==> config.mk <==
export PLATFORM = sky130hd
export DESIGN_NAME = hazard_ctrl_flat
export DESIGN_NICKNAME = d
export VERILOG_FILES = /design/src/rtl/hazard_ctrl_if.sv /design/src/rtl/hazard_ctrl.sv /design/src/flat_wrapper.sv
export SDC_FILE = /design/constraint.sdc
export NUM_CORES = 1
export LEC_CHECK = 0
export ABC_AREA = 1
export BUFFER_PORTS_ARGS = -buffer_cell sky130_fd_sc_hd__buf_4
export CAP_MARGIN = 20
export CORE_MARGIN = 5
export CORE_UTILIZATION = 41
export DETAILED_ROUTE_END_ITERATION = 6
export GPL_TIMING_DRIVEN = 0
export PLACE_DENSITY = 0.88
export SYNTH_ARGS = -nofsm -noshare
export SYNTH_HDL_FRONTEND = slang
export SYNTH_SLANG_ARGS = --single-unit
export TNS_END_PERCENT = 50
==> constraint.sdc <==
create_clock -name clk -period 1.35 [get_ports clk]
set_input_delay 0.135 -clock clk [delete_from_list [all_inputs] [get_ports clk]]
set_output_delay 0.135 -clock clk [all_outputs]
set_load 0.01 [all_outputs]
==> src/rtl/hazard_ctrl_if.sv <==
// Hazard controller signal bundle: pipeline register indices and control
// bits going in, stall/flush/forward controls coming back out.
interface hazard_ctrl_if;
    logic [4:0] rs_d, rt_d, rs_e, rt_e;
    logic [4:0] write_reg_e, write_reg_m, write_reg_w;
    logic       reg_write_e, reg_write_m, reg_write_w;
    logic       mem_to_reg_e, mem_to_reg_m;
    logic       branch_d, pc_src_d, jump_d;
    logic       md_start_e;
    logic       imem_ready;

    logic       stall_f, stall_d, stall_e;
    logic       flush_d, flush_e, flush_m;
    logic       forward_a_d, forward_b_d;
    logic [1:0] forward_a_e, forward_b_e;
    logic       md_busy, md_done;

    // Pipeline datapath side: supplies stage state, consumes controls.
    modport master (
        output rs_d, rt_d, rs_e, rt_e, write_reg_e, write_reg_m, write_reg_w,
               reg_write_e, reg_write_m, reg_write_w, mem_to_reg_e, mem_to_reg_m,
               branch_d, pc_src_d, jump_d, md_start_e, imem_ready,
        input  stall_f, stall_d, stall_e, flush_d, flush_e, flush_m,
               forward_a_d, forward_b_d, forward_a_e, forward_b_e, md_busy, md_done
    );

    // Hazard controller side.
    modport slave (
        input  rs_d, rt_d, rs_e, rt_e, write_reg_e, write_reg_m, write_reg_w,
               reg_write_e, reg_write_m, reg_write_w, mem_to_reg_e, mem_to_reg_m,
               branch_d, pc_src_d, jump_d, md_start_e, imem_ready,
        output stall_f, stall_d, stall_e, flush_d, flush_e, flush_m,
               forward_a_d, forward_b_d, forward_a_e, forward_b_e, md_busy, md_done
    );
endinterface

==> src/rtl/hazard_ctrl.sv <==
// Hazard and sequencing controller for the 5-stage MIPS32 pipeline.
// Load-use and branch-operand stalls, D/E forwarding selects, mult/div
// occupancy of E (IDLE/BUSY FSM with a down-counter) and fetch wait states.
module hazard_ctrl #(
    parameter int MD_LATENCY = 4,
    parameter int CNT_W      = $clog2(MD_LATENCY)
) (
    input  logic         clk,
    input  logic         rst_n,
    hazard_ctrl_if.slave hz
);

    typedef enum logic {IDLE, BUSY} md_state_e;

    md_state_e        state_q, state_d;
    logic [CNT_W-1:0] cnt_q, cnt_d;
    logic             md_stall;
    logic             md_done_c;
    logic             lw_stall, branch_stall, redirect, stall_d_c;

    // Register 0 is hardwired zero, so it never creates a dependency.
    function automatic logic hit(input logic [4:0] r, input logic [4:0] w);
        return (r != 5'd0) && (r == w);
    endfunction

    function automatic logic [1:0] fwd_e(input logic [4:0] r);
        if (hit(r, hz.write_reg_m) && hz.reg_write_m)      return 2'b10;
        else if (hit(r, hz.write_reg_w) && hz.reg_write_w) return 2'b01;
        else                                               return 2'b00;
    endfunction

    // Mult/div state register; reset drops any in-flight occupancy at once.
    always_ff @(posedge clk or negedge rst_n) begin
        if (!rst_n) begin
            state_q <= IDLE;
            cnt_q   <= '0;
        end else begin
            state_q <= state_d;
            cnt_q   <= cnt_d;
        end
    end

    // Mult/div sequencing: load LATENCY-1 on start, count down while holding
    // E, and spend the cnt==0 cycle releasing the stall and pulsing done.
    always_comb begin
        state_d   = state_q;
        cnt_d     = cnt_q;
        md_stall  = 1'b0;
        md_done_c = 1'b0;
        case (state_q)
            IDLE: begin
                if (hz.md_start_e) begin
                    md_stall = 1'b1;
                    state_d  = BUSY;
                    cnt_d    = CNT_W'(MD_LATENCY - 1);
                end
            end
            BUSY: begin
                if (cnt_q != '0) begin
                    md_stall = 1'b1;
                    cnt_d    = cnt_q - CNT_W'(1);
                end else begin
                    // md_start_e still belongs to the finishing instruction
                    md_done_c = 1'b1;
                    state_d   = IDLE;
                end
            end
            default: state_d = IDLE;
        endcase
    end

    // Stall, flush and forwarding decode from current stage contents.
    always_comb begin
        lw_stall     = hz.mem_to_reg_e & hz.reg_write_e &
                       (hit(hz.rs_d, hz.write_reg_e) | hit(hz.rt_d, hz.write_reg_e));
        branch_stall = hz.branch_d &
                       ((hz.reg_write_e &
                         (hit(hz.rs_d, hz.write_reg_e) | hit(hz.rt_d, hz.write_reg_e))) |
                        (hz.mem_to_reg_m &
                         (hit(hz.rs_d, hz.write_reg_m) | hit(hz.rt_d, hz.write_reg_m))));
        stall_d_c    = lw_stall | branch_stall | md_stall;
        // a redirect is only honoured once D is free to move
        redirect     = (hz.pc_src_d | hz.jump_d) & ~stall_d_c;

        hz.stall_d     = stall_d_c;
        hz.stall_e     = md_stall;
        hz.stall_f     = stall_d_c | (~hz.imem_ready & ~redirect);
        hz.flush_d     = ~stall_d_c & (redirect | ~hz.imem_ready);
        // no bubble into E while E itself is held by mult/div
        hz.flush_e     = (lw_stall | branch_stall) & ~md_stall;
        hz.flush_m     = md_stall;
        hz.forward_a_d = hit(hz.rs_d, hz.write_reg_m) & hz.reg_write_m;
        hz.forward_b_d = hit(hz.rt_d, hz.write_reg_m) & hz.reg_write_m;
        hz.forward_a_e = fwd_e(hz.rs_e);
        hz.forward_b_e = fwd_e(hz.rt_e);
        hz.md_busy     = (state_q == BUSY);
        hz.md_done     = md_done_c;
    end

endmodule
==> src/flat_wrapper.sv <==
// flat-port wrapper written by rule: the top's interface ports become plain ports
module hazard_ctrl_flat 
#(
    parameter int MD_LATENCY = 4,
    parameter int CNT_W      = $clog2(MD_LATENCY)
)
  (clk, rst_n, hz_rs_d, hz_rt_d, hz_rs_e, hz_rt_e, hz_write_reg_e, hz_write_reg_m, hz_write_reg_w, hz_reg_write_e, hz_reg_write_m, hz_reg_write_w, hz_mem_to_reg_e, hz_mem_to_reg_m, hz_branch_d, hz_pc_src_d, hz_jump_d, hz_md_start_e, hz_imem_ready, hz_stall_f, hz_stall_d, hz_stall_e, hz_flush_d, hz_flush_e, hz_flush_m, hz_forward_a_d, hz_forward_b_d, hz_forward_a_e, hz_forward_b_e, hz_md_busy, hz_md_done);
  hazard_ctrl_if hz_i ();
  input  logic clk;
  input  logic rst_n;
  input wire logic [$bits(hz_i.rs_d)-1:0] hz_rs_d;
  input wire logic [$bits(hz_i.rt_d)-1:0] hz_rt_d;
  input wire logic [$bits(hz_i.rs_e)-1:0] hz_rs_e;
  input wire logic [$bits(hz_i.rt_e)-1:0] hz_rt_e;
  input wire logic [$bits(hz_i.write_reg_e)-1:0] hz_write_reg_e;
  input wire logic [$bits(hz_i.write_reg_m)-1:0] hz_write_reg_m;
  input wire logic [$bits(hz_i.write_reg_w)-1:0] hz_write_reg_w;
  input wire logic [$bits(hz_i.reg_write_e)-1:0] hz_reg_write_e;
  input wire logic [$bits(hz_i.reg_write_m)-1:0] hz_reg_write_m;
  input wire logic [$bits(hz_i.reg_write_w)-1:0] hz_reg_write_w;
  input wire logic [$bits(hz_i.mem_to_reg_e)-1:0] hz_mem_to_reg_e;
  input wire logic [$bits(hz_i.mem_to_reg_m)-1:0] hz_mem_to_reg_m;
  input wire logic [$bits(hz_i.branch_d)-1:0] hz_branch_d;
  input wire logic [$bits(hz_i.pc_src_d)-1:0] hz_pc_src_d;
  input wire logic [$bits(hz_i.jump_d)-1:0] hz_jump_d;
  input wire logic [$bits(hz_i.md_start_e)-1:0] hz_md_start_e;
  input wire logic [$bits(hz_i.imem_ready)-1:0] hz_imem_ready;
  output wire logic [$bits(hz_i.stall_f)-1:0] hz_stall_f;
  output wire logic [$bits(hz_i.stall_d)-1:0] hz_stall_d;
  output wire logic [$bits(hz_i.stall_e)-1:0] hz_stall_e;
  output wire logic [$bits(hz_i.flush_d)-1:0] hz_flush_d;
  output wire logic [$bits(hz_i.flush_e)-1:0] hz_flush_e;
  output wire logic [$bits(hz_i.flush_m)-1:0] hz_flush_m;
  output wire logic [$bits(hz_i.forward_a_d)-1:0] hz_forward_a_d;
  output wire logic [$bits(hz_i.forward_b_d)-1:0] hz_forward_b_d;
  output wire logic [$bits(hz_i.forward_a_e)-1:0] hz_forward_a_e;
  output wire logic [$bits(hz_i.forward_b_e)-1:0] hz_forward_b_e;
  output wire logic [$bits(hz_i.md_busy)-1:0] hz_md_busy;
  output wire logic [$bits(hz_i.md_done)-1:0] hz_md_done;
  assign hz_i.rs_d = hz_rs_d;
  assign hz_i.rt_d = hz_rt_d;
  assign hz_i.rs_e = hz_rs_e;
  assign hz_i.rt_e = hz_rt_e;
  assign hz_i.write_reg_e = hz_write_reg_e;
  assign hz_i.write_reg_m = hz_write_reg_m;
  assign hz_i.write_reg_w = hz_write_reg_w;
  assign hz_i.reg_write_e = hz_reg_write_e;
  assign hz_i.reg_write_m = hz_reg_write_m;
  assign hz_i.reg_write_w = hz_reg_write_w;
  assign hz_i.mem_to_reg_e = hz_mem_to_reg_e;
  assign hz_i.mem_to_reg_m = hz_mem_to_reg_m;
  assign hz_i.branch_d = hz_branch_d;
  assign hz_i.pc_src_d = hz_pc_src_d;
  assign hz_i.jump_d = hz_jump_d;
  assign hz_i.md_start_e = hz_md_start_e;
  assign hz_i.imem_ready = hz_imem_ready;
  assign hz_stall_f = hz_i.stall_f;
  assign hz_stall_d = hz_i.stall_d;
  assign hz_stall_e = hz_i.stall_e;
  assign hz_flush_d = hz_i.flush_d;
  assign hz_flush_e = hz_i.flush_e;
  assign hz_flush_m = hz_i.flush_m;
  assign hz_forward_a_d = hz_i.forward_a_d;
  assign hz_forward_b_d = hz_i.forward_b_d;
  assign hz_forward_a_e = hz_i.forward_a_e;
  assign hz_forward_b_e = hz_i.forward_b_e;
  assign hz_md_busy = hz_i.md_busy;
  assign hz_md_done = hz_i.md_done;
  hazard_ctrl #(.MD_LATENCY(MD_LATENCY), .CNT_W(CNT_W)) u_core (.clk(clk), .rst_n(rst_n), .hz(hz_i));
endmodule
==> results.toml, run 1 <==
[power]
total_power_mw = 1.362
pwr-share-seq = 0.139
powerDensity_mw_per_mm2 = 930.1
p_sw_frac = 0.4256
p_sw_mw = 0.5796
comb_power_share = 0.728
max-vdd-ir-drop_v = 0.0009333
p_leak_nw = 0.7964
clock_power_share = 0.133
p_int_mw = 0.7820

[route]
wl_mm = 3.021
first_pass_iters = 4
drc = 0
wl_per_cell_um = 11.94
drtAntennaViolNets = 0
num_vias = 1192
vias_per_cell = 4.711
drtIter0Drc = 32

[floorplan]
fp.dieH_um = 56.12
die_w_um = 56.12
rows = 16
dieArea_mm2 = 0.003149
coreArea_mm2 = 0.002002
pin_count = 61
start_util = 0.4356

[synthesis]
seq_area_frac_synth = 0.08608
synth_top_area_frac = 0.1851
yosysTopAreaCell = "nand2_1"
synth_top_family_by_area = "simple AND/OR/NAND/NOR gates"
ys.warnings.count = 0
synth.area.mux_share = 0
syn_nets = 204
synth.distinct_cells = 28
synthSimpleGateAreaFrac = 0.4663
syn_area_um2 = 872.1
synth-compound-area-share = 0.09469
synth_xor_area_frac = 0.2310
synth-adder-area-share = 0.01435
ys_ff_latch = 3
netlist_instances = 156
synth.avg_cell_area_um2 = 5.590
ys_top_cells_by_area = "nand2_1 (19%), xnor2_1 (13%), nor2_1 (11%)"

[critical_path]
cp.arrival_ps = 1380
critPathKind = "register to output port"
start_kind = "register"
cp_max_fo = 5
worstPathRequired_ps = 1220
cp-end-kind = "output port"

[timing]
clock_skew_ps = 1.868
fmax_mhz = 658.3
hold_violations = 0
tightest_slew_ps = 416.4
finalMaxSlewViolations = 0
tns_ps = -837.3
worst_slack_ps = -169.1
hold-worst-slack_ps = 187.1
relSlewSlack = 0.7199
period_minus_slack_ps = 1519
grt_setup_unrepaired = "true"
post-route-period-util = 1.125
setup_viol = 7

[clocking]
cts_root_buffer = "clkbuf_4"
htree_levels = 1
numCtsBuffers = 3
cts_buffer_depth = 2
cts_tree = "yes"
clock-sinks = 3
clk_latency_ps = 250
clk_pin_slew_ps = 40

[job]
maxCapViolations = 0

[place]
io_buffers = 60
dpl.hpwl_mm = 2.329
place_inst = 243
place_congestion = 0.8014

[cells_and_area]
mostFrequentLayoutCell = "buf_4"
final_cell_mix = "buf_4 (64), nand2_1 (42), nor2_1 (23)"
nFillCells = 171
drive_gt1_frac = 0.3982
final_cells = 253
syn_to_final_growth_pct = 67.86
nets = 275
fin_util = 0.7313
n_antenna_cell = 0

[min_path]
min_path_type = "input pin to register"

[global_routing]
antenna_found_initial = 0
grt_pass1_wl_mm = 4.830
grt_max_degree = 7
overflow = 0
track_usage = 0.1871
grt_pass1_vias = 1096

[status]
status = "finished, violations left"
violations = "negative setup slack"
[what timing repair did]
action / in CTS / in global routing
pin swaps: 1 / 2
resized for setup: 7 / 4
hold buffers: 1 / 0
setup buffers: 4 / 1
endpoints found under the hold margin: 3 / 0
setup endpoints to repair: 6 / 9
[flip-flops by register name, indices dropped and copies added (netlist names)]
name and count:
u_core.cnt_q 2, u_core.hz.md_busy 1
[cell usage after synthesis, drive strengths merged]
master    n
a21oi     2
nor3      6
buf       1
or2       3
o211ai    1
xor2     10
dfrtp     3
a31oi     2
nor2     26
nand2    47
o2111ai   1
nor4      2
inv      23
a211oi    1
ha        1
xnor2    13
nand4     3
o21a      1
o21ai     5
nand3     5
[stage by stage]
stage	setup WS, ps	cell area (um^2)
after floorplan	113.5	872.1
after global placement	32.37	1356
after detailed placement	-6.140	1356
after CTS	-113.6	1446
after global routing	-255.5	1464
final	-169.1	1464
[power by group through the flow]
stage / Combinational, mW / Sequential, mW / Clock (mW)
final: 0.992 / 0.189 / 0.181
after global routing: 1.08 / 0.191 / 0.196
after CTS: 0.929 / 0.181 / 0.166
after detailed placement: 0.761 / 0.182 / 0
after global placement: 0.745 / 0.179 / 0
after floorplan: 0.388 / 0.178 / 0
[per-layer routing]
metal  vias up  GRT usage  routed length (um)
met1       526     0.2411                1294
met5         -          0                   0
met3         3    0.03248                 175
met4         0    0.05085                  20
li1        626          -                   -
met2        37     0.3172                1530
[critical path, cell delays in order, from the launching register on]
cell and delay [ps]:
dfrtp_1 380, inv_1 70, ha_2 190, nand2_4 70, o21ai_4 90, inv_2 90, a21oi_2 110, buf_4 130
[worst paths after layout]
| kind | startpoint | end | slack, ps | depth (start not counted) |
|---|---|---|---|---|
| worst min-delay path | hz_md_start_e | u_core.hz.md_busy | 190 | 3 |
| max in group asynchronous | rst_n | u_core.hz.md_busy | 1020 | 2 |
| worst min register to register | u_core.hz.md_busy | u_core.cnt_q[1] | 640 | 1 |
| worst max-delay path | u_core.cnt_q[1] | hz_flush_e | -170 | 7 |
| min in group asynchronous | rst_n | u_core.cnt_q[0] | 230 | 2 |
| worst max register to register | u_core.cnt_q[1] | u_core.cnt_q[0] | 50 | 8 |
[layout make-up]
class,instances,area (um^2),share of cell area
clock buffer,4,26.28,0.01795
inverter,23,86.33,0.05897
sequential,3,75.07,0.05128
tap,27,33.78,0.02308
buffer,1,11.26,0.007692
timing repair buffer,66,501.7,0.3427
multi-input combinational,129,729.5,0.4983
[cells by family after synthesis]
group,after synthesis
buffers and inverters,24
AND/OR/NAND/NOR,92
XOR/XNOR,23
flip-flops,3
AO/OA/AOI/OAI,13
adder cells (fa/ha/maj),1
Power figures use the tool's default switching activity.
==> run 2, diff against run 1 <==
Settings changed: PLACE_DENSITY 0.88 to 0.78.
==> run 2 against run 1 <==
  * The flow still finishes with violations (negative setup slack)
  * Power fell by 11%
  * Via count fell by 0.59%
  * Flip-flop and latch count did not move
  * Critical endpoint is now hz_stall_e
  * Global-route usage fell by 0.086 points
  * Largest cell class unchanged
  * Clock power fell by 15%
==> results.toml, run 2 (synthesized netlist as in run 1, its figures left out) <==
[status]
status = "finished, violations left"
violations = "negative setup slack"

[cells_and_area]
mostFrequentLayoutCell = "buf_4"
design_area_mm2 = 0.001431
largest_register_ffs = 2
drive_gt1_frac = 0.3750
nets = 273
n_antenna_cell = 0
syn_to_final_growth_pct = 64.13
largest_register = "u_core.cnt_q"
final_cell_mix = "buf_4 (64), nand2_1 (42), nor2_1 (25)"
final_cells = 251

[timing]
tightest_slew_ps = 415.4
clock_skew_ps = 0.8665
post-route-period-util = 1.094
period_minus_slack_ps = 1476
relSlewSlack = 0.7205
setup_viol = 6
grt_setup_unrepaired = "true"
worst_slack_ps = -126.3
hold_violations = 0
finalMaxSlewViolations = 0
fmax_mhz = 677.3

[clocking]
cts_root_buffer = "clkbuf_4"
numCtsBuffers = 3
htree_levels = 1
cts_buffer_depth = 2
clk_pin_slew_ps = 40
clock-sinks = 3
cts_tree = "yes"
clk_latency_ps = 230

[place]
place_inst = 243
placed_area_mm2 = 0.001356
io_buffers = 60
dpl.hpwl_mm = 2.507
place_congestion = 0.8017

[route]
first_pass_iters = 4
drtAntennaViolNets = 0
drtIter0Drc = 38
num_vias = 1185
vias_per_cell = 4.721
wl_per_cell_um = 11.99
wl_mm = 3.010
drc = 0

[floorplan]
die_w_um = 56.12
dieArea_mm2 = 0.003149
rows = 16
coreArea_mm2 = 0.002002
fp.dieH_um = 56.12
pin_count = 61
start_util = 0.4356

[critical_path]
startpoint = "u_core.cnt_q[0]"
cp.arrival_ps = 1340
critPathKind = "register to output port"
worstPathRequired_ps = 1220
cp-end-kind = "output port"
cp_max_fo = 4
reg2reg_from = "u_core.cnt_q[0]"
start_kind = "register"

[power]
powerDensity_mw_per_mm2 = 845.6
max-vdd-ir-drop_v = 0.0008744
p_leak_nw = 0.7850

[global_routing]
antenna_found_initial = 0
grt_pass1_vias = 1089
grt_pass1_wl_mm = 4.905
overflow = 0
track_usage = 0.1863
grt_max_degree = 7

[min_path]
min_path_type = "input pin to asynchronous set/reset pin"

[job]
maxCapViolations = 0
run 2: report_power, final:
part | switching [mW] | leakage (nW) | internal [mW]
logic | 0.410 | 0.738 | 0.458
clock network | 0.0437 | 0.0150 | 0.111
registers | 0.0498 | 0.0323 | 0.138
run 2: worst paths after layout:
| kind | slack, ps | end | cells past startpoint |
|---|---|---|---|
| worst max register to register | 60 | u_core.cnt_q[0] | 8 |
| worst max-delay path | -130 | hz_stall_e | 7 |
| max in group asynchronous | 1030 | u_core.cnt_q[0] | 2 |
| worst min register to register | 560 | u_core.cnt_q[1] | 2 |
| min in group clk | 300 | u_core.hz.md_busy | 4 |
| worst min-delay path | 230 | u_core.hz.md_busy | 2 |
run 2: area by class of cell:
type,instances,area [um^2]
repair buffers,64,483.0
flip-flops and latches,3,75.07
plain buffers,1,7.507
clock buffers,4,26.28
well taps,27,33.78
multi-input cells,129,719.4
fillers,186,570.5
inverters,23,86.33
run 2: repair_timing:
action                                 4_1_cts  5_1_grt
setup buffers                                3        0
pin swaps                                    1        0
hold buffers                                 1        0
setup endpoints to repair                    6        9
gates resized for setup                      3        1
endpoints found under the hold margin        3        0
run 2: per-stage QoR:
| step | setup WS (ps) | total power, mW | hold slack [ps] | setup TNS [ps] | utilization |
|---|---|---|---|---|---|
| finish | -126.3 | 1.210 | 229.5 | -516.2 | 0.7150 |
| global route | -189.1 | 1.326 | 218.5 | -923.2 | 0.7150 |
| CTS | -123.1 | 1.214 | 226.3 | -476.7 | 0.7119 |
| detailed placement | -13.50 | 0.9518 | -73.53 | -13.50 | 0.6775 |
| global placement | 34.06 | 0.9230 | -75.80 | 0 | 0.6775 |
| floorplan | 113.5 | 0.5663 | -160.6 | 0 | - |
run 2: per-layer routing:
metal  share of wire  routed length [um]  track usage  up-vias
met2            0.49                1476       0.2988       41
met1            0.43                1288       0.2524      515
li1                -                   -            -      623
met5               0                   0            0        -
met4           0.014                  42      0.03390        0
met3           0.068                 204      0.04640        6
run 2: critical path, cell delays in order (launching register included):
cell and delay (ps):
dfrtp_1 370, inv_1 60, ha_1 150, nand2_2 90, o21ai_4 100, inv_2 80
buf_4 130, buf_4 130
==> run 3, diff against run 2 <==
Settings changed: CTS_CLUSTER_SIZE set to 28, SKIP_CTS_REPAIR_TIMING set to 1.
==> run 3 against run 2 <==
  * The flow still finishes with violations (negative setup slack)
  * Combinational power is 2% lower
  * Hold slack got worse by 34 ps
  * Cell area is 0.35% lower
  * Global-route usage decreased by 0.44 points
  * First-iteration DRC count shrank 2.6%
  * Sequential share of layout area hardly changed
==> results.toml, run 3 (synthesized netlist as in run 1, its figures left out) <==
[timing]
post-route-period-util = 1.127
fmax_mhz = 657.3
finalMaxSlewViolations = 0
tns_ps = -782.4
period_minus_slack_ps = 1521
setup_viol = 7
hold_violations = 0
relSlewSlack = 0.7193
worst_slack_ps = -171.4
grt_setup_unrepaired = "true"
clock_skew_ps = 0.2383
tightest_slew_ps = 417.2

[floorplan]
dieArea_mm2 = 0.003149
start_util = 0.4356
coreArea_mm2 = 0.002002
rows = 16
fp.dieH_um = 56.12
pin_count = 61
die_w_um = 56.12

[place]
dpl.hpwl_mm = 2.507
place_congestion = 0.8017
io_buffers = 60
place_inst = 243

[critical_path]
cpPeakStageDelay_ps = 390
worstPathRequired_ps = 1220
start_kind = "register"
crit_chain = "inv_1, ha_1, nand2_2, o21ai_4, nand3_2, nor2_2, buf_4"
cp_max_fo = 3
cp_top_family = "flip-flops"
ff2ff_setup_slack_ps = 30
cp.arrival_ps = 1390
cp-end-kind = "output port"
cp_slowest_cell = "dfrtp_1"
critPathKind = "register to output port"
path_buf_inv = 2

[power]
pwr-share-seq = 0.158
p_sw_mw = 0.5051
powerDensity_mw_per_mm2 = 839.8
p_sw_frac = 0.4216
comb_power_share = 0.712
p_leak_nw = 0.7809
clock_power_share = 0.130
p_int_mw = 0.6928
max-vdd-ir-drop_v = 0.0008098

[status]
status = "finished, violations left"
violations = "negative setup slack"

[global_routing]
track_usage = 0.1819
grt.busiest_layer = "met2"
antenna_found_initial = 0
grt_pass1_wl_mm = 4.816
grt_pass1_vias = 1063
use_met2 = 0.2938
met3_usage = 0.04408
grtUsageMet1 = 0.2493
overflow = 0
grt_max_degree = 8

[cells_and_area]
multiInputGateArea_um2 = 719.4
nFillCells = 193
final_cell_mix = "buf_4 (63), nand2_1 (42), nor2_1 (25)"
largest_register_ffs = 2
syn_to_final_growth_pct = 63.56
final_cells = 250
regArea_um2 = 75.07
drive_gt1_frac = 0.3722
mostFrequentLayoutCell = "buf_4"
largest_register = "u_core.cnt_q"
n_antenna_cell = 0
nets = 272

[route]
wl_per_cell_um = 12.10
drtIter0Drc = 37
vias_per_cell = 4.740
wl_mm = 3.026
first_pass_iters = 4
drtAntennaViolNets = 0
drc = 0
num_vias = 1185

[clocking]
numCtsBuffers = 3
cts_buffer_depth = 2
htree_levels = 1
cts_root_buffer = "clkbuf_4"
cts_tree = "yes"
clk_latency_ps = 230
clock-sinks = 3
clk_pin_slew_ps = 40

[min_path]
min_path_type = "input pin to register"

[job]
maxCapViolations = 0
==> run 3: through the flow <==
stage | hold WS, ps | power, mW | worst slack (ps) | util | instance area [um^2]
floorplan | -160.6 | 0.5663 | 113.5 | - | 872.1
global placement | -75.80 | 0.9230 | 34.06 | 0.6775 | 1356
detailed placement | -73.53 | 0.9518 | -13.50 | 0.6775 | 1356
CTS | -315.6 | 1.117 | -288.1 | 0.6906 | 1383
global route | 190.0 | 1.308 | -234.1 | 0.7125 | 1426
finish | 195.0 | 1.198 | -171.4 | 0.7125 | 1426
==> run 3: area by class of cell <==
cell class,count,share of cell area
Clock buffer,4,0.01842
Inverter,23,0.06228
Timing Repair Buffer,63,0.3333
Tap cell,27,0.02368
Multi-Input combinational cell,129,0.5044
Buffer,1,0.005263
Sequential cell,3,0.05263
==> run 3: power groups by stage <==
stage / Clock (mW) / Sequential [mW] / Combinational, mW
final: 0.156 / 0.190 / 0.853
after global routing: 0.177 / 0.197 / 0.935
after CTS: 0.158 / 0.180 / 0.778
after detailed placement: 0 / 0.180 / 0.772
after global placement: 0 / 0.175 / 0.748
after floorplan: 0 / 0.178 / 0.388
==> run 3: metal layers <==
layer,up-vias,wire [um]
met2,44,1493
met5,-,0
met1,514,1282
li1,623,-
met4,0,29
met3,4,220
==> run 3: final timing paths <==
| check | start | end | cells after the start |
|---|---|---|---|
| max reg2reg | u_core.cnt_q[0] | u_core.cnt_q[0] | 8 |
| min | hz_md_start_e | u_core.hz.md_busy | 3 |
| min reg2reg | u_core.cnt_q[0] | u_core.cnt_q[0] | 1 |
| min in group asynchronous | rst_n | u_core.cnt_q[1] | 2 |
| max in group asynchronous | rst_n | u_core.hz.md_busy | 2 |
| max | u_core.cnt_q[0] | hz_flush_d | 7 |
==> run 3: worst min-delay path: cells and delay by family <==
kind	cells	cell delay, ps
compound gates	1	70
buf+inv	2	180
